[src/rtl/rr_mux_pkg.sv]
// rr_mux_pkg: shared constants and helpers for the round-robin registered mux.
//   MAX_CHANNELS : largest supported channel count.
//   sel_width()  : width of a channel index, never below one bit.
package rr_mux_pkg;

  localparam int MAX_CHANNELS = 16;

  function automatic int sel_width(input int channels);
    return (channels > 1) ? $clog2(channels) : 1;
  endfunction

endpackage

[src/rtl/rr_mux_reg_if.sv]
// rr_mux_reg_if: handshake bundle between CHANNELS producers and one consumer.
//   in_valid   [CHANNELS]    per-channel request, bit k is channel k
//   in_data    [CHANNELS*N]  channel k data at [k*N +: N]
//   in_ready   [CHANNELS]    one-hot (or zero) accept strobe
//   out_valid  [1]           output register holds a word
//   out_ready  [1]           consumer takes the word this cycle
//   out_data   [N]           registered data of the granted channel
//   out_select [SEL_W]       index of the channel that produced out_data
// Modports: master = producer/consumer side, slave = mux side.
interface rr_mux_reg_if
  import rr_mux_pkg::*;
#(
  parameter int N        = 8,
  parameter int CHANNELS = 4
) ();

  localparam int SEL_W = sel_width(CHANNELS);

  logic [CHANNELS-1:0]   in_valid;
  logic [CHANNELS*N-1:0] in_data;
  logic [CHANNELS-1:0]   in_ready;
  logic                  out_valid;
  logic                  out_ready;
  logic [N-1:0]          out_data;
  logic [SEL_W-1:0]      out_select;

  modport master (
    output in_valid, in_data, out_ready,
    input  in_ready, out_valid, out_data, out_select
  );

  modport slave (
    input  in_valid, in_data, out_ready,
    output in_ready, out_valid, out_data, out_select
  );

endinterface

[src/rtl/rr_pick.sv]
// rr_pick: combinational round-robin picker.
// Rotates the request vector right by ptr, finds the lowest set bit, then
// maps that offset back to an absolute channel index.
//   valid [CHANNELS]  requests
//   ptr   [SEL_W]     highest-priority channel this cycle
//   grant [CHANNELS]  one-hot winner, zero when nothing requests
//   idx   [SEL_W]     index of the winner (0 when nothing requests)
module rr_pick
  import rr_mux_pkg::*;
#(
  parameter  int CHANNELS = 4,
  localparam int SEL_W    = sel_width(CHANNELS)
) (
  input  logic [CHANNELS-1:0] valid,
  input  logic [SEL_W-1:0]    ptr,
  output logic [CHANNELS-1:0] grant,
  output logic [SEL_W-1:0]    idx
);

  logic [CHANNELS-1:0] rot;
  logic                hit;
  int                  off;
  int                  abs_idx;

  always_comb begin
    // NOTE: every variable gets a default first so no path leaves one
    // unassigned, which would otherwise infer a latch.
    rot     = '0;
    hit     = 1'b0;
    off     = 0;
    abs_idx = 0;
    grant   = '0;
    idx     = '0;

    // Doubling the vector turns the wrap-around rotate into a plain shift.
    rot = CHANNELS'({valid, valid} >> ptr);

    // Scan downwards so the lowest set bit is the last one to win.
    for (int i = CHANNELS - 1; i >= 0; i--) begin
      if (rot[i]) begin
        hit = 1'b1;
        off = i;
      end
    end

    abs_idx = int'(ptr) + off;
    if (abs_idx >= CHANNELS) abs_idx = abs_idx - CHANNELS;

    if (hit) begin
      idx   = SEL_W'(abs_idx);
      grant = CHANNELS'(1) << idx;
    end
  end

endmodule

[src/rtl/rr_mux_reg.sv]
// rr_mux_reg: CHANNELS-input, N-bit registered multiplexer with round-robin
// arbitration and valid/ready handshakes on every port.
//   clk  rising-edge clock
//   rst  asynchronous, active-high reset
//   bus  rr_mux_reg_if.slave (in_valid/in_data/in_ready,
//        out_valid/out_ready/out_data/out_select)
// Define RR_MUX_FIXED_PRIORITY_EN to drop the rotating pointer and use strict
// priority (lowest requesting index wins); otherwise arbitration is
// round-robin starting after the last granted channel.
module rr_mux_reg
  import rr_mux_pkg::*;
#(
  parameter  int N        = 8,
  parameter  int CHANNELS = 4,
  localparam int SEL_W    = sel_width(CHANNELS)
) (
  input logic        clk,
  input logic        rst,
  rr_mux_reg_if.slave bus
);

  if (CHANNELS < 2 || CHANNELS > MAX_CHANNELS) begin : g_bad_channels
    $error("rr_mux_reg: CHANNELS must be in 2..%0d", MAX_CHANNELS);
  end

  logic [CHANNELS-1:0] grant;
  logic [SEL_W-1:0]    gidx;
  logic [SEL_W-1:0]    ptr;
  logic [N-1:0]        pick_data;
  logic                load;
  logic                xfer;

`ifdef RR_MUX_FIXED_PRIORITY_EN
  assign ptr = '0;
`endif

  rr_pick #(.CHANNELS(CHANNELS)) u_pick (
    .valid (bus.in_valid),
    .ptr   (ptr),
    .grant (grant),
    .idx   (gidx)
  );

  // The output register can take a word when empty or being drained now.
  assign load         = !bus.out_valid || bus.out_ready;
  assign bus.in_ready = rst ? '0 : (grant & {CHANNELS{load}});
  assign xfer         = |bus.in_ready;

  always_comb begin
    pick_data = '0;
    for (int k = 0; k < CHANNELS; k++) begin
      if (gidx == SEL_W'(k)) pick_data = bus.in_data[k*N +: N];
    end
  end

  // NOTE: sequential state uses non-blocking assignments so every register
  // samples pre-edge values regardless of statement order.
  always_ff @(posedge clk or posedge rst) begin
    if (rst) begin
      // NOTE: data and select are reset too, so the consumer never sees X
      // on out_data/out_select before the first transfer.
      bus.out_valid  <= 1'b0;
      bus.out_data   <= '0;
      bus.out_select <= '0;
    end else if (load) begin
      if (xfer) begin
        bus.out_valid  <= 1'b1;
        bus.out_data   <= pick_data;
        bus.out_select <= gidx;
      end else begin
        // Drain without refill: data and select keep their last value.
        bus.out_valid <= 1'b0;
      end
    end
  end

`ifndef RR_MUX_FIXED_PRIORITY_EN
  // Pointer moves only on a transfer, to the channel after the winner.
  always_ff @(posedge clk or posedge rst) begin
    if (rst) begin
      ptr <= '0;
    end else if (xfer) begin
      ptr <= (gidx == SEL_W'(CHANNELS - 1)) ? '0 : gidx + SEL_W'(1);
    end
  end
`endif

endmodule
[src/flat_wrapper.sv]
// flat-port wrapper written by rule: the top's interface ports become plain ports
module rr_mux_reg_flat import rr_mux_pkg::*;
#(
  parameter  int N        = 8,
  parameter  int CHANNELS = 4,
  localparam int SEL_W    = sel_width(CHANNELS)
)
  (clk, rst, bus_in_valid, bus_in_data, bus_out_ready, bus_in_ready, bus_out_valid, bus_out_data, bus_out_select);
  rr_mux_reg_if #(.N(N), .CHANNELS(CHANNELS)) bus_i ();
  input logic clk;
  input logic rst;
  input wire logic [$bits(bus_i.in_valid)-1:0] bus_in_valid;
  input wire logic [$bits(bus_i.in_data)-1:0] bus_in_data;
  input wire logic [$bits(bus_i.out_ready)-1:0] bus_out_ready;
  output wire logic [$bits(bus_i.in_ready)-1:0] bus_in_ready;
  output wire logic [$bits(bus_i.out_valid)-1:0] bus_out_valid;
  output wire logic [$bits(bus_i.out_data)-1:0] bus_out_data;
  output wire logic [$bits(bus_i.out_select)-1:0] bus_out_select;
  assign bus_i.in_valid = bus_in_valid;
  assign bus_i.in_data = bus_in_data;
  assign bus_i.out_ready = bus_out_ready;
  assign bus_in_ready = bus_i.in_ready;
  assign bus_out_valid = bus_i.out_valid;
  assign bus_out_data = bus_i.out_data;
  assign bus_out_select = bus_i.out_select;
  rr_mux_reg #(.N(N), .CHANNELS(CHANNELS)) u_core (.clk(clk), .rst(rst), .bus(bus_i));
endmodule
[config.mk]
export PLATFORM = sky130hd
export DESIGN_NAME = rr_mux_reg_flat
export DESIGN_NICKNAME = d
export VERILOG_FILES = /design/src/rtl/rr_mux_pkg.sv /design/src/rtl/rr_mux_reg_if.sv /design/src/rtl/rr_pick.sv /design/src/rtl/rr_mux_reg.sv /design/src/flat_wrapper.sv
export SDC_FILE = /design/constraint.sdc
export NUM_CORES = 1
export LEC_CHECK = 0
export BUFFER_PORTS_ARGS = -buffer_cell sky130_fd_sc_hd__clkbuf_2
export CAP_MARGIN = 25
export CORE_MARGIN = 2
export CORE_UTILIZATION = 44
export CTS_BUF_LIST = sky130_fd_sc_hd__clkbuf_16
export CTS_CLUSTER_SIZE = 24
export DETAILED_ROUTE_END_ITERATION = 10
export PLACE_DENSITY = 0.78
export SKIP_CTS_REPAIR_TIMING = 1
export SYNTH_ARGS = -nofsm -noshare
export SYNTH_HDL_FRONTEND = slang
export SYNTH_SLANG_ARGS = --single-unit
[constraint.sdc]
create_clock -name clk -period 3.9 [get_ports clk]
set_clock_uncertainty 0.2 [all_clocks]
set_input_delay 0.39 -clock clk [delete_from_list [all_inputs] [get_ports clk]]
set_output_delay 0.39 -clock clk [all_outputs]
set_load 0.01 [all_outputs]
# Word-level counts from Yosys, hierarchy flattened
# Index checks and enable logic that the tools add are counted.
dict set report word_totals {
  register_bits 13
  in_bits 39
  out_inout_bits 15
  word_cells 37
}
dict set report classes {
  addsub 3
  n_lt_le_gt_ge 1
  n_eq_ne 3
  shifts 2
  mux 18
  bitwise 1
  n_reduce_logical 5
}
# cell count
set ops {}
lappend ops {{32-bit two-way mux} 3}
lappend ops {{3-bit by 32-bit adder with 32-bit output} 1}
lappend ops {{32-bit by 4-bit >= comparator with 1-bit output, second input constant} 1}
lappend ops {{8-bit two-way mux} 4}
lappend ops {{2-bit two-way mux} 4}
lappend ops {{4-bit two-way mux} 2}
lappend ops {{8-bit by 2-bit right shift with 4-bit output} 1}
lappend ops {{1-bit two-way mux} 5}
lappend ops {{4-bit AND} 1}
lappend ops {{2-bit == test, second input constant} 2}
lappend ops {{4-bit OR reduction} 1}
lappend ops {{1-bit by 2-bit << shifter with 4-bit output, first input constant} 1}
lappend ops {{2-bit by 1-bit adder with 2-bit output, second input constant} 1}
lappend ops {{2-bit by 1-bit == test with 1-bit output, second input constant} 1}
lappend ops {{2-bit logical NOT} 1}
lappend ops {{2-bit AND reduction} 1}
lappend ops {{2-bit by 1-bit subtractor with 2-bit output, second input constant} 1}
lappend ops {{1-bit logical NOT} 1}
lappend ops {{1-bit logical OR} 1}

# Depth between registers and ports, before layout
# Gate-level depths: netlist of the first run.
dict set report depth {
  ltp_word 14
  ltp_mapped 17
  mapped_depth_nobuf 14
}

# Hierarchy
# A second synthesis of the first run with hierarchy kept.
dict set report unflattened {
  cells_unflattened 141
  area_unflattened_um2 1199.9
}
# module n_inst cells_per_inst area_per_inst_um2 seq_area_each_um2
set modules_own_cells {}
lappend modules_own_cells {rr_mux_reg 1 100 898.4 325.3}
lappend modules_own_cells {rr_pick 1 41 301.5 0.0}

# Least setup slack after synthesis of the first run
# OpenSTA, ideal clock, no wires.
dict set report synth_timing {
  path_type {reg-to-reg}
  start {reg u_core.ptr[0]}
  end {reg u_core.bus.out_data[0]}
  setup_time_ns 0.077
  arrival_time_ns 3.090
  t_required_ns 3.623
  slack_ns 0.533
  path_stages_with_launch 16
  path_buffers 3
  synth_period_minus_slack_ns 3.367
  path_cell_list {dfrtp_1 -> buf_4 -> or4_1 -> o2111ai_1 -> ha_1 -> xnor2_1 -> or3_1 -> buf_2 -> a21o_1 -> ha_1 -> buf_2 -> nor2b_1 -> a221oi_1 -> nor3_1 -> a21oi_1 -> a21oi_1}
}
dict set report synth_between {
  elab_chain_cells 14
  word_cells_on_any_way 28
  cone_classes {add/sub (2); order compare (1); eq/ne (3); shift (2); mux (16); bitwise (1); reduce/logical (3)}
}
# item line
set synth_lines {}
lappend synth_lines {{start: declaration} rr_mux_reg.sv:28} ;# logic [SEL_W-1:0] ptr;
lappend synth_lines {{start signal: assignment} rr_mux_reg.sv:83} ;# ptr <= (gidx == SEL_W'(CHANNELS - 1)) ? '0 : gidx + SEL_W'(1);
lappend synth_lines {{8-bit by 2-bit right shift with 4-bit output} rr_pick.sv:36} ;# rot = CHANNELS'({valid, valid} >> ptr);
lappend synth_lines {{2-bit two-way mux} rr_pick.sv:40} ;# if (rot[i]) begin
lappend synth_lines {{32-bit two-way mux (3 in a row)} rr_pick.sv:40}
lappend synth_lines {{3-bit by 32-bit adder with 32-bit output} rr_pick.sv:46} ;# abs_idx = int'(ptr) + off;
lappend synth_lines {{32-bit by 4-bit >= comparator with 1-bit output / 2-bit by 1-bit subtractor with 2-bit output (equally long branches)} rr_pick.sv:47} ;# if (abs_idx >= CHANNELS) abs_idx = abs_idx - CHANNELS;
lappend synth_lines {{2-bit two-way mux} rr_pick.sv:47}
lappend synth_lines {{1-bit by 2-bit << shifter with 4-bit output / 2-bit two-way mux (equally long branches)} {rr_pick.sv:51, rr_pick.sv:49}}
lappend synth_lines {{4-bit two-way mux / 2-bit logical NOT (equally long branches)} {rr_pick.sv:49, rr_mux_reg.sv:52}}
lappend synth_lines {{4-bit AND / 8-bit two-way mux (equally long branches)} {rr_mux_reg.sv:46, rr_mux_reg.sv:52}}
lappend synth_lines {{4-bit two-way mux / 8-bit two-way mux (equally long branches)} {rr_mux_reg.sv:46, rr_mux_reg.sv:52}}
lappend synth_lines {{4-bit OR reduction / 8-bit two-way mux (equally long branches)} {rr_mux_reg.sv:47, rr_mux_reg.sv:52}}
lappend synth_lines {{2-bit AND reduction (no line) / 8-bit two-way mux (equally long branches)} n/a}
lappend synth_lines {{end signal: assignment} rr_mux_reg.sv:68} ;# bus.out_data <= pick_data;
lappend synth_lines {{end: declaration} rr_mux_reg_if.sv:34} ;# output in_ready, out_valid, out_data, out_select
# Several ways; a longest one is shown, not always the timed one.
# A chain may end at the register's enable or synchronous reset.

# Worst setup path in the final report of the first run
dict set report layout_timing {
  start {reg u_core.ptr[0]}
  end {reg u_core.bus.out_data[1]}
}
# Same word-level chain as after synthesis.

==> results of run 1 <==
worst paths after layout:
check,start,to,slack (ps),depth (start not counted)
min,rst,u_core.bus.out_valid,-30,2
min reg2reg,u_core.bus.out_data[6],u_core.bus.out_data[6],290,1
max,u_core.ptr[0],u_core.bus.out_data[1],340,12
max reg2reg,u_core.ptr[0],u_core.bus.out_data[1],340,12
max in group asynchronous,rst,u_core.bus.out_data[6],3190,2
min in group clk,rst,u_core.bus.out_valid,150,2
cell usage after synthesis:
master / n
ha_1: 5
nand2b_1: 2
xnor2_1: 1
a21o_1: 1
clkbuf_1: 3
nor2b_1: 9
a31oi_1: 1
nand2_1: 6
nand3b_1: 2
o21ai_0: 3
or3_1: 1
a221oi_1: 7
inv_1: 4
a21oi_1: 22
mux2_2: 1
and3_1: 1
nor3_1: 7
buf_4: 2
or4_1: 1
nor3b_1: 2
o211ai_1: 5
nor2_1: 13
buf_2: 5
and3b_1: 2
nor4_1: 1
o2111ai_1: 1
dfrtp_1: 13
o21ai_1: 1
o21a_1: 2
power by group:
group	total, mW	switching [mW]	internal [mW]
sequential	0.256	0.0538	0.202
clock	0.193	0.0567	0.136
combinational	0.822	0.457	0.365
final cells by class:
type                    instances  share of cell area, %
multi-input cells              97                   45.2
flip-flops and latches         13                   24.5
repair buffers                 54                   20.5
clock buffers                   3                   5.65
well taps                      28                   2.64
inverters                       4                   1.13
clock inverters                 1                  0.377
cells by family (layout without fill, tap and decap cells):
group                      Yosys count  after routing  share of synthesized area [%]
DFF                                 13             13                           32.9
adders and majority gates            5              5                           6.32
xor gates and xnor gates             1              1                          0.885
and+or+nand+nor                     47             47                           25.2
buffers and inverters               14             62                           6.70
muxes                                1              1                           1.14
AOI/OAI and AO/OA                   43             43                           26.9
registers in the layout (all words and copies together) (netlist names):
| name | count |
|---|---|
| u_core.bus.out_data | 8 |
| u_core.bus.out_select | 2 |
| u_core.ptr | 2 |
| u_core.bus.out_valid | 1 |
routing by layer:
layer,track usage (%),up-vias
met4,5.26,0
met2,35.3,54
met5,0,-
met3,8.19,4
li1,-,550
met1,24.2,476
==> reports/metrics.json, run 1 <==
{
  "gp_congestion": 0.799,
  "grt_remaining_overflow": 0,
  "timing.critical_path.slowest_stage_cell": "or4_1",
  "fp.dieArea_sq_um": 2640,
  "die_y_um": 51.4,
  "finalWirelength_um": 2490,
  "setup_viol": 0,
  "cts-buffers-inserted": 3,
  "synth_area_per_cell_sq_um": 7.98,
  "design.core.area_sq_um": 2170,
  "pwr_density_cell_nw_per_um2": 956,
  "finalNetCount": 217,
  "most-common-layout-cells": "53 x clkbuf_2, 22 x a21oi_1, 13 x nor2_1, 13 x dfrtp_1, 8 x nor2b_1",
  "grt_use_total_pct": 20.7,
  "worst_skew_pair.late_latency_ps": 240,
  "worstSetupStartpointType": "flop",
  "critPathMaxFanout": 10,
  "detail_route.wirelength.met1_um": 981,
  "regArea_sq_um": 325,
  "grt_max_degree": 24,
  "max_stage_delay_ps": 550,
  "tritoncts": "yes",
  "vias_per_cell": 5.42,
  "drcViolationCount": 0,
  "finish.cell_count_without_fillers": 200,
  "sequential_element_share_of_the_synthesized_area_pct": 32.9,
  "ys_top_cells_by_area": "dfrtp_1 33%, a21oi_1 11%, ha_1 6.3%, a221oi_1 6.2%, nor2b_1 5.7%",
  "buffer_levels_on_the_longest_clock_path": 2,
  "floorplan.initialDensity_pct": 45.6,
  "timing.final.crit_share_pct": 91.2,
  "finalCoreUtilization_pct": 61.2,
  "multi_input_area_sq_um": 601,
  "syn_inst": 124,
  "setup_tns_ps": 0,
  "drt.antenna.violating_nets": 0,
  "ys.warnings.count": 0,
  "clkTransAtPathRegs_ps": 40,
  "placementRows": 17,
  "fillers": 223,
  "layout_min_cycle_time_ps": 3560,
  "timing.hold.worst.class": "primary input to async pin",
  "clock_tree.root_cell": "clkbuf_16",
  "hold_ws_ps": -33.0,
  "criticalPathCategory": "flop to flop",
  "h_tree_level_count": 1,
  "dp_cells": 196,
  "timing.critical_path.max_delay_family": "simple AND/OR/NAND/NOR gates",
  "critical_path_arrival_ps": 3520,
  "final_layout_size_suffix_gt1_share_pct": 34.9,
  "leakagePower_nw": 0.648,
  "most_common_cell_after_layout_fill_and_taps_aside": "clkbuf_2",
  "required_ps": 3870,
  "placement.cell_area_sq_um": 1250,
  "finalHoldViolations": 13,
  "route.met3.wl_um": 256,
  "synthDistinctLibCells": 29,
  "slew-limit-headroom_pct": 65.1,
  "grt_pass1_wl_um": 4110,
  "cp_cell_sequence": "or4_1, o2111ai_1, ha_1, xnor2_1, or3_1, a21o_1, ha_1, nor2b_2, a221oi_1, nor3_1, a21oi_1, a21oi_1",
  "worst_vdd_ir_mv": 0.599,
  "antenna_found_initial": 0,
  "route.met2.wl_um": 1230,
  "post-route-worst-setup-slack_ps": 342,
  "synthesis.nets": 168,
  "firstDrtPassIters": 4,
  "via_count_of_the_first_global_routing_pass": 975,
  "numPortBuffers": 53,
  "worst-path-buf-inv": 0,
  "report.final.slew_viol_count": 0,
  "max_clock_freq_mhz": 281,
  "fp.dieW_um": 51.4,
  "worst_pin_slew_ps": 519,
  "antenna_cells_inserted": 0,
  "failed_checks": "negative hold slack",
  "dr.max_layer_used": "met4",
  "boundary_pins": 54,
  "post_route_standard_cell_area_excluding_fillers_sq_um": 1330,
  "synth_top_area_share_pct": 32.9,
  "via_count": 1084,
  "status": "finished with violations",
  "rsz0062_at_grt": "false",
  "post-dp-hpwl_um": 1970,
  "ys_ff_latch": 13,
  "detail_route.iter0.violations": 18,
  "synth_top_cell_by_area": "dfrtp_1",
  "syn_to_final_growth_pct": 34.3,
  "numClockSinks": 13,
  "max_cap_viol_count": 0,
  "wire_per_inst_um": 12.4,
  "syn-cell-area_sq_um": 990,
  "crit_path_end_kind": "flop",
  "total_power_mw": 1.27,
  "place_worst_setup_slack_ps": 210
}
Note: power is estimated with default switching activity, not from simulation.
==> run 2, diff against run 1 <==
--- a/config.mk
+++ b/config.mk
@@ -8,11 +8,11 @@
 export BUFFER_PORTS_ARGS = -buffer_cell sky130_fd_sc_hd__clkbuf_2
 export CAP_MARGIN = 25
 export CORE_MARGIN = 2
-export CORE_UTILIZATION = 44
+export CORE_UTILIZATION = 47
 export CTS_BUF_LIST = sky130_fd_sc_hd__clkbuf_16
 export CTS_CLUSTER_SIZE = 24
 export DETAILED_ROUTE_END_ITERATION = 10
-export PLACE_DENSITY = 0.78
+export PLACE_DENSITY = 0.83
 export SKIP_CTS_REPAIR_TIMING = 1
 export SYNTH_ARGS = -nofsm -noshare
 export SYNTH_HDL_FRONTEND = slang
==> constraint.sdc (replaced) <==
create_clock -name clk -period 4.26 [get_ports clk]
set_clock_uncertainty 0.2 [all_clocks]
set_input_delay 0.426 -clock clk [delete_from_list [all_inputs] [get_ports clk]]
set_output_delay 0.426 -clock clk [all_outputs]
set_load 0.01 [all_outputs]
==> reports/metrics.json, run 2 (synthesis results as in run 1) <==
{
  "dp_cells": {"value": 194, "change": "-1.0%"},
  "grt_use_total": {"value": 22.0, "unit": "%", "change": "+1.3 points"},
  "regToRegStartpoint": "u_core.ptr[0]",
  "timing.critical_path.max_delay_family": "simple AND/OR/NAND/NOR gates",
  "tritoncts": "yes",
  "finalHoldViolations": {"value": 0, "change": "-13"},
  "crit_path_end_kind": "flop",
  "required": {"value": 4220, "unit": "ps", "change": "+350 ps"},
  "gp_congestion": {"value": 0.781, "change": "-2.2%"},
  "grt_pass1_wl": {"value": 4290, "unit": "um", "change": "+4.5%"},
  "largest_register_ffs": {"value": 8, "change": "unchanged"},
  "fillers": {"value": 185, "change": "-17%"},
  "timing.final.crit_share": {"value": 87.0, "unit": "%", "change": "-4.2 points"},
  "buffer_levels_on_the_longest_clock_path": {"value": 2, "change": "unchanged"},
  "drcViolationCount": {"value": 0, "change": "unchanged"},
  "timing.hold.worst.class": "primary input to async pin",
  "finalCoreUtilization": {"value": 66.4, "unit": "%", "change": "+5.2 points"},
  "clkTransAtPathRegs": {"value": 40, "unit": "ps", "change": "about the same"},
  "max_cap_viol_count": {"value": 0, "change": "unchanged"},
  "setup_tns": {"value": 0, "unit": "ps", "change": "unchanged"},
  "cp.depth": {"value": 12, "change": "unchanged"},
  "syn_to_final_growth_pct": 33.0,
  "design.core.area": {"value": 1980, "unit": "sq um", "change": "-8.7%"},
  "status": "finished, final reports clean",
  "top_regs": "u_core.bus.out_data (8), u_core.bus.out_select (2), u_core.ptr (2)",
  "fp.dieArea": {"value": 2490, "unit": "sq um", "change": "-5.9%"},
  "layout_min_cycle_time": {"value": 3710, "unit": "ps", "change": "+151 ps"},
  "grt_remaining_overflow": {"value": 0, "change": "unchanged"},
  "regToRegEndpoint": "u_core.bus.out_data[3]",
  "most_common_cell_after_layout_fill_and_taps_aside": "clkbuf_2",
  "drt.antenna.violating_nets": {"value": 0, "change": "unchanged"},
  "boundary_pins": {"value": 54, "change": "unchanged"},
  "fp.dieW": {"value": 49.9, "unit": "um", "change": "-3.0%"},
  "finalNetCount": {"value": 216, "change": "-0.46%"},
  "setup_viol": {"value": 0, "change": "unchanged"},
  "cp_cell_sequence": "or4_1, o2111ai_1, ha_1, xnor2_1, or3_1, a21o_1, ha_1, nor2b_1, a221oi_1, nor3_1, a21oi_1, a21oi_1",
  "leakagePower": {"value": 0.644, "unit": "nW", "change": "-0.65%"},
  "pwr_density_cell": {"value": 879, "unit": "nW/um^2", "change": "-8.1%"},
  "floorplan.initialDensity": {"value": 49.9, "unit": "%", "change": "+4.3 points"},
  "wire_per_inst": {"value": 12.5, "unit": "um", "change": "+0.93%"},
  "rsz0062_at_grt": "false",
  "numClockSinks": {"value": 13, "change": "unchanged"},
  "grt_max_degree": {"value": 24, "change": "unchanged"},
  "critPathMaxFanout": {"value": 10, "change": "unchanged"},
  "cts-buffers-inserted": {"value": 3, "change": "unchanged"},
  "detail_route.iter0.violations": {"value": 20, "change": "+2"},
  "finalWirelength": {"value": 2480, "unit": "um", "change": "about the same"},
  "most-common-layout-cells": "53 x clkbuf_2, 22 x a21oi_1, 13 x nor2_1, 13 x dfrtp_1, 9 x nor2b_1",
  "antenna_cells_inserted": {"value": 0, "change": "unchanged"},
  "worst_pin_slew": {"value": 718, "unit": "ps", "change": "+199 ps"},
  "critical_path_arrival": {"value": 3670, "unit": "ps", "change": "+150 ps"},
  "slew-limit-headroom": {"value": 52.1, "unit": "%", "change": "-13 points"},
  "max_stage_delay": {"value": 550, "unit": "ps", "change": "about the same"},
  "worst_skew_pair.late_latency": {"value": 240, "unit": "ps", "change": "about the same"},
  "firstDrtPassIters": {"value": 4, "change": "unchanged"},
  "regToRegSetupSlack": {"value": 550, "unit": "ps", "change": "+210 ps"},
  "timing.reg2reg.worst_path_depth": {"value": 12, "change": "unchanged"},
  "antenna_found_initial": {"value": 0, "change": "unchanged"},
  "worst-path-buf-inv": {"value": 0, "change": "unchanged"},
  "h_tree_level_count": {"value": 1, "change": "unchanged"},
  "criticalPathCategory": "flop to flop",
  "crit_path_start": "u_core.ptr[0]",
  "finish.cell_count_without_fillers": {"value": 198, "change": "-1.0%"},
  "max_clock_freq": {"value": 270, "unit": "MHz", "change": "-4.1%"},
  "worst_vdd_ir": {"value": 0.634, "unit": "mV", "change": "+6.0%"},
  "final_layout_size_suffix_gt1_share": {"value": 33.3, "unit": "%", "change": "-1.6 points"},
  "clock_tree.root_cell": "clkbuf_16",
  "numPortBuffers": {"value": 53, "change": "unchanged"},
  "worstSetupStartpointType": "flop",
  "placementRows": {"value": 16, "change": "-1"},
  "vias_per_cell": {"value": 5.58, "change": "+3.0%"},
  "timing.critical_path.slowest_stage_cell": "or4_1",
  "post-dp-hpwl": {"value": 1950, "unit": "um", "change": "-1.2%"},
  "register_with_the_most_flip_flops": "u_core.bus.out_data",
  "report.final.slew_viol_count": {"value": 0, "change": "unchanged"},
  "via_count_of_the_first_global_routing_pass": {"value": 1023, "change": "+4.9%"},
  "die_y": {"value": 49.9, "unit": "um", "change": "-3.0%"},
  "via_count": {"value": 1105, "change": "+1.9%"}
}
-- run 2: changes by cell type in the layout (fill, tap and decap cells not counted), sizes merged --
cell,before,now
buf,1,0
inv,4,5
clkinv,1,0
-- run 2: worst max path at each step --
stage	end	slack, ps
CTS	u_core.bus.out_data[1]	570
detailed placement	u_core.bus.out_data[5]	520
finish	u_core.bus.out_data[3]	550
global route	u_core.bus.out_data[0]	260
global placement	u_core.bus.out_data[3]	650
floorplan	u_core.bus.out_data[0]	860
-- run 2: layout make-up --
| class | count | area (sq um) | share of cell area [%] |
|---|---|---|---|
| repair buffers | 53 | 265 | 20.2 |
| multi-input cells | 97 | 598 | 45.4 |
| flip-flops and latches | 13 | 325 | 24.7 |
| inverters | 4 | 15.0 | 1.14 |
| clock inverters | 1 | 3.75 | 0.285 |
| well taps | 27 | 33.8 | 2.57 |
| clock buffers | 3 | 75.1 | 5.70 |
-- run 2: metal layers --
metal / GRT usage (%) / vias up / share of wire, %
met4: 5.09 / 0 / 1.2
met2: 38.4 / 53 / 49
met3: 7.88 / 4 / 8.5
met5: 0 / - / 0
li1: - / 543 / -
met1: 25.6 / 505 / 41
-- run 2: metrics by stage --
| step | area [sq um] | setup WS (ps) | total power, mW | hold WS, ps |
|---|---|---|---|---|
| after detailed placement | 1240 | 523 | 0.986 | 280 |
| final | 1320 | 552 | 1.16 | 9.76 |
| after CTS | 1320 | 567 | 1.16 | 30.5 |
| after global routing | 1320 | 259 | 1.27 | 59.4 |
| after floorplan | 990 | 859 | 0.807 | 108 |
| after global placement | 1240 | 653 | 0.962 | 265 |
-- run 2: power breakdown --
group / switching [mW] / internal, mW
sequential: 0.0475 / 0.185
combinational: 0.423 / 0.330
clock: 0.0486 / 0.123
==> run 3, diff against run 2 <==
--- a/config.mk
+++ b/config.mk
@@ -7,6 +7,7 @@
 export LEC_CHECK = 0
 export BUFFER_PORTS_ARGS = -buffer_cell sky130_fd_sc_hd__clkbuf_2
 export CAP_MARGIN = 25
+export CORE_ASPECT_RATIO = 1.2
 export CORE_MARGIN = 2
 export CORE_UTILIZATION = 47
 export CTS_BUF_LIST = sky130_fd_sc_hd__clkbuf_16
==> reports/metrics.json, run 3 (synthesis results as in run 1) <==
{
  "antenna_found_initial": {"value": 0, "change": "unchanged"},
  "drcViolationCount": {"value": 0, "change": "unchanged"},
  "worst_skew_pair.late_latency": {"value": 240, "unit": "ps", "change": "about the same"},
  "grt_use_total": {"value": 23.5, "unit": "%", "change": "+1.4 points"},
  "floorplan.initialDensity": {"value": 48.8, "unit": "%", "change": "-1.1 points"},
  "rsz0062_at_grt": "false",
  "grt_max_degree": {"value": 24, "change": "unchanged"},
  "boundary_pins": {"value": 54, "change": "unchanged"},
  "syn_to_final_growth": {"value": 32.9, "unit": "%", "change": "about the same"},
  "pwr_density_cell": {"value": 893, "unit": "nW/um^2", "change": "+1.6%"},
  "finalHoldViolations": {"value": 0, "change": "unchanged"},
  "die_y": {"value": 54.3, "unit": "um", "change": "+8.8%"},
  "via_count_of_the_first_global_routing_pass": {"value": 1010, "change": "-1.3%"},
  "max_cap_viol_count": {"value": 0, "change": "unchanged"},
  "criticalPathCategory": "flop to flop",
  "cts-buffers-inserted": {"value": 3, "change": "unchanged"},
  "fp.dieW": {"value": 45.9, "unit": "um", "change": "-8.0%"},
  "worst_pin_slew": {"value": 513, "unit": "ps", "change": "-205 ps"},
  "critical_path_arrival": {"value": 3670, "unit": "ps", "change": "about the same"},
  "worst_vdd_ir": {"value": 0.517, "unit": "mV", "change": "-18%"},
  "numClockSinks": {"value": 13, "change": "unchanged"},
  "via_count": {"value": 1117, "change": "+1.1%"},
  "clock_tree.root_cell": "clkbuf_16",
  "critPathMaxFanout": {"value": 10, "change": "unchanged"},
  "wire_per_inst": {"value": 13.8, "unit": "um", "change": "+10%"},
  "dp_cells": {"value": 188, "change": "-3.1%"},
  "setup_tns": {"value": 0, "unit": "ps", "change": "unchanged"},
  "firstDrtPassIters": {"value": 5, "change": "+1"},
  "report.final.slew_viol_count": {"value": 0, "change": "unchanged"},
  "largest_register_ffs": {"value": 8, "change": "unchanged"},
  "h_tree_level_count": {"value": 1, "change": "unchanged"},
  "crit_path_end_kind": "flop",
  "antenna_cells_inserted": {"value": 0, "change": "unchanged"},
  "finalNetCount": {"value": 217, "change": "+0.46%"},
  "placementRows": {"value": 18, "change": "+2"},
  "most-common-layout-cells": "53 x clkbuf_2, 22 x a21oi_1, 13 x nor2_1, 13 x dfrtp_1, 9 x nor2b_1",
  "numPortBuffers": {"value": 53, "change": "unchanged"},
  "timing.hold.worst.class": "primary input to async pin",
  "required": {"value": 4220, "unit": "ps", "change": "about the same"},
  "most_common_cell_after_layout_fill_and_taps_aside": "clkbuf_2",
  "regToRegSetupSlack": {"value": 550, "unit": "ps", "change": "about the same"},
  "final_layout_size_suffix_gt1_share": {"value": 33.7, "unit": "%", "change": "+0.39 points"},
  "vias_per_cell": {"value": 5.82, "change": "+4.2%"},
  "worst_setup_ep": "u_core.bus.out_data[5]",
  "buffer_levels_on_the_longest_clock_path": {"value": 2, "change": "unchanged"},
  "post-dp-hpwl": {"value": 2100, "unit": "um", "change": "+7.7%"},
  "fp.dieArea": {"value": 2490, "unit": "sq um", "change": "about the same"},
  "clkTransAtPathRegs": {"value": 40, "unit": "ps", "change": "about the same"},
  "layout_min_cycle_time": {"value": 3710, "unit": "ps", "change": "+3.56 ps"},
  "setup_viol": {"value": 0, "change": "unchanged"},
  "grt_pass1_wl": {"value": 4240, "unit": "um", "change": "-1.1%"},
  "crit_path_start": "u_core.ptr[0]",
  "detail_route.iter0.violations": {"value": 30, "change": "+50%"},
  "max_clock_freq": {"value": 269, "unit": "MHz", "change": "about the same"},
  "register_with_the_most_flip_flops": "u_core.bus.out_data",
  "design.core.area": {"value": 2030, "unit": "sq um", "change": "+2.3%"},
  "finalWirelength": {"value": 2660, "unit": "um", "change": "+6.9%"},
  "regToRegEndpoint": "u_core.bus.out_data[5]",
  "status": "finished, final reports clean",
  "slew-limit-headroom": {"value": 65.8, "unit": "%", "change": "+14 points"},
  "tritoncts": "yes",
  "finish.cell_count_without_fillers": {"value": 192, "change": "-3.0%"},
  "grt_remaining_overflow": {"value": 0, "change": "unchanged"},
  "top_regs": "u_core.bus.out_data (8), u_core.bus.out_select (2), u_core.ptr (2)",
  "timing.reg2reg.worst_path_depth": {"value": 12, "change": "unchanged"},
  "leakagePower": {"value": 0.649, "unit": "nW", "change": "+0.78%"},
  "regToRegStartpoint": "u_core.ptr[0]",
  "timing.final.crit_share": {"value": 87.1, "unit": "%", "change": "about the same"},
  "worstSetupStartpointType": "flop",
  "drt.antenna.violating_nets": {"value": 0, "change": "unchanged"},
  "hold_ws": {"value": 10.7, "unit": "ps", "change": "+0.907 ps"},
  "gp_congestion": {"value": 0.837, "change": "+7.1%"}
}
==> run 3: cell count changes in the layout (fill, tap and decap cells not counted) <==
cell / previous run / this run
buf_4: 0 / 1
==> run 3: worst max-delay path, stage by stage (launching register included) <==
cell,delay (ps)
dfrtp_1,480
or4_1,550
o2111ai_1,90
ha_1,200
xnor2_1,80
or3_1,500
a21o_1,240
ha_1,290
nor2b_1,410
a221oi_1,140
nor3_1,170
a21oi_1,90
a21oi_1,180
==> run 3: through the flow <==
| step | utilization (%) | instance area (sq um) | worst slack [ps] | total power [mW] |
|---|---|---|---|---|
| after global routing | 64.9 | 1320 | 309 | 1.29 |
| after global placement | 61.0 | 1240 | 670 | 0.967 |
| after CTS | 64.9 | 1320 | 578 | 1.18 |
| after detailed placement | 61.0 | 1240 | 543 | 0.995 |
| after floorplan | - | 990 | 859 | 0.807 |
| final | 64.9 | 1320 | 548 | 1.17 |
==> run 3: where the power goes <==
part	leakage (nW)	switching, mW	internal, mW
logic	0.459	0.432	0.332
clock network	0.0423	0.0499	0.124
registers	0.149	0.0514	0.185
total	0.649	0.534	0.641
==> run 3: worst min path at each step <==
stage               startpoint                     end  slack (ps)  cells past startpoint
floorplan                  rst  u_core.bus.out_data[0]         110                      1
global placement           rst    u_core.bus.out_valid         270                      2
detailed placement         rst    u_core.bus.out_valid         280                      2
CTS                        rst    u_core.bus.out_valid          30                      2
global route               rst    u_core.bus.out_valid          70                      2
finish                     rst  u_core.bus.out_data[2]          10                      2
==> run 3: area by class of cell <==
| class | count | area, sq um |
|---|---|---|
| Timing Repair Buffer | 54 | 273 |
| Tap cell | 20 | 25.0 |
| Fill cell | 186 | 712 |
| Inverter | 4 | 15.0 |
| Multi-Input combinational cell | 97 | 598 |
| Clock inverter | 1 | 3.75 |
| Clock buffer | 3 | 75.1 |
| Sequential cell | 13 | 325 |
==> run 3: routing by layer <==
layer  vias up  GRT usage [%]  part of all wire (%)
met4         0           8.57                   1.1
met1       514           27.2                    39
li1        545              -                     -
met2        54           41.7                    52
met5         -              0                     0
met3         4           4.95                   7.5
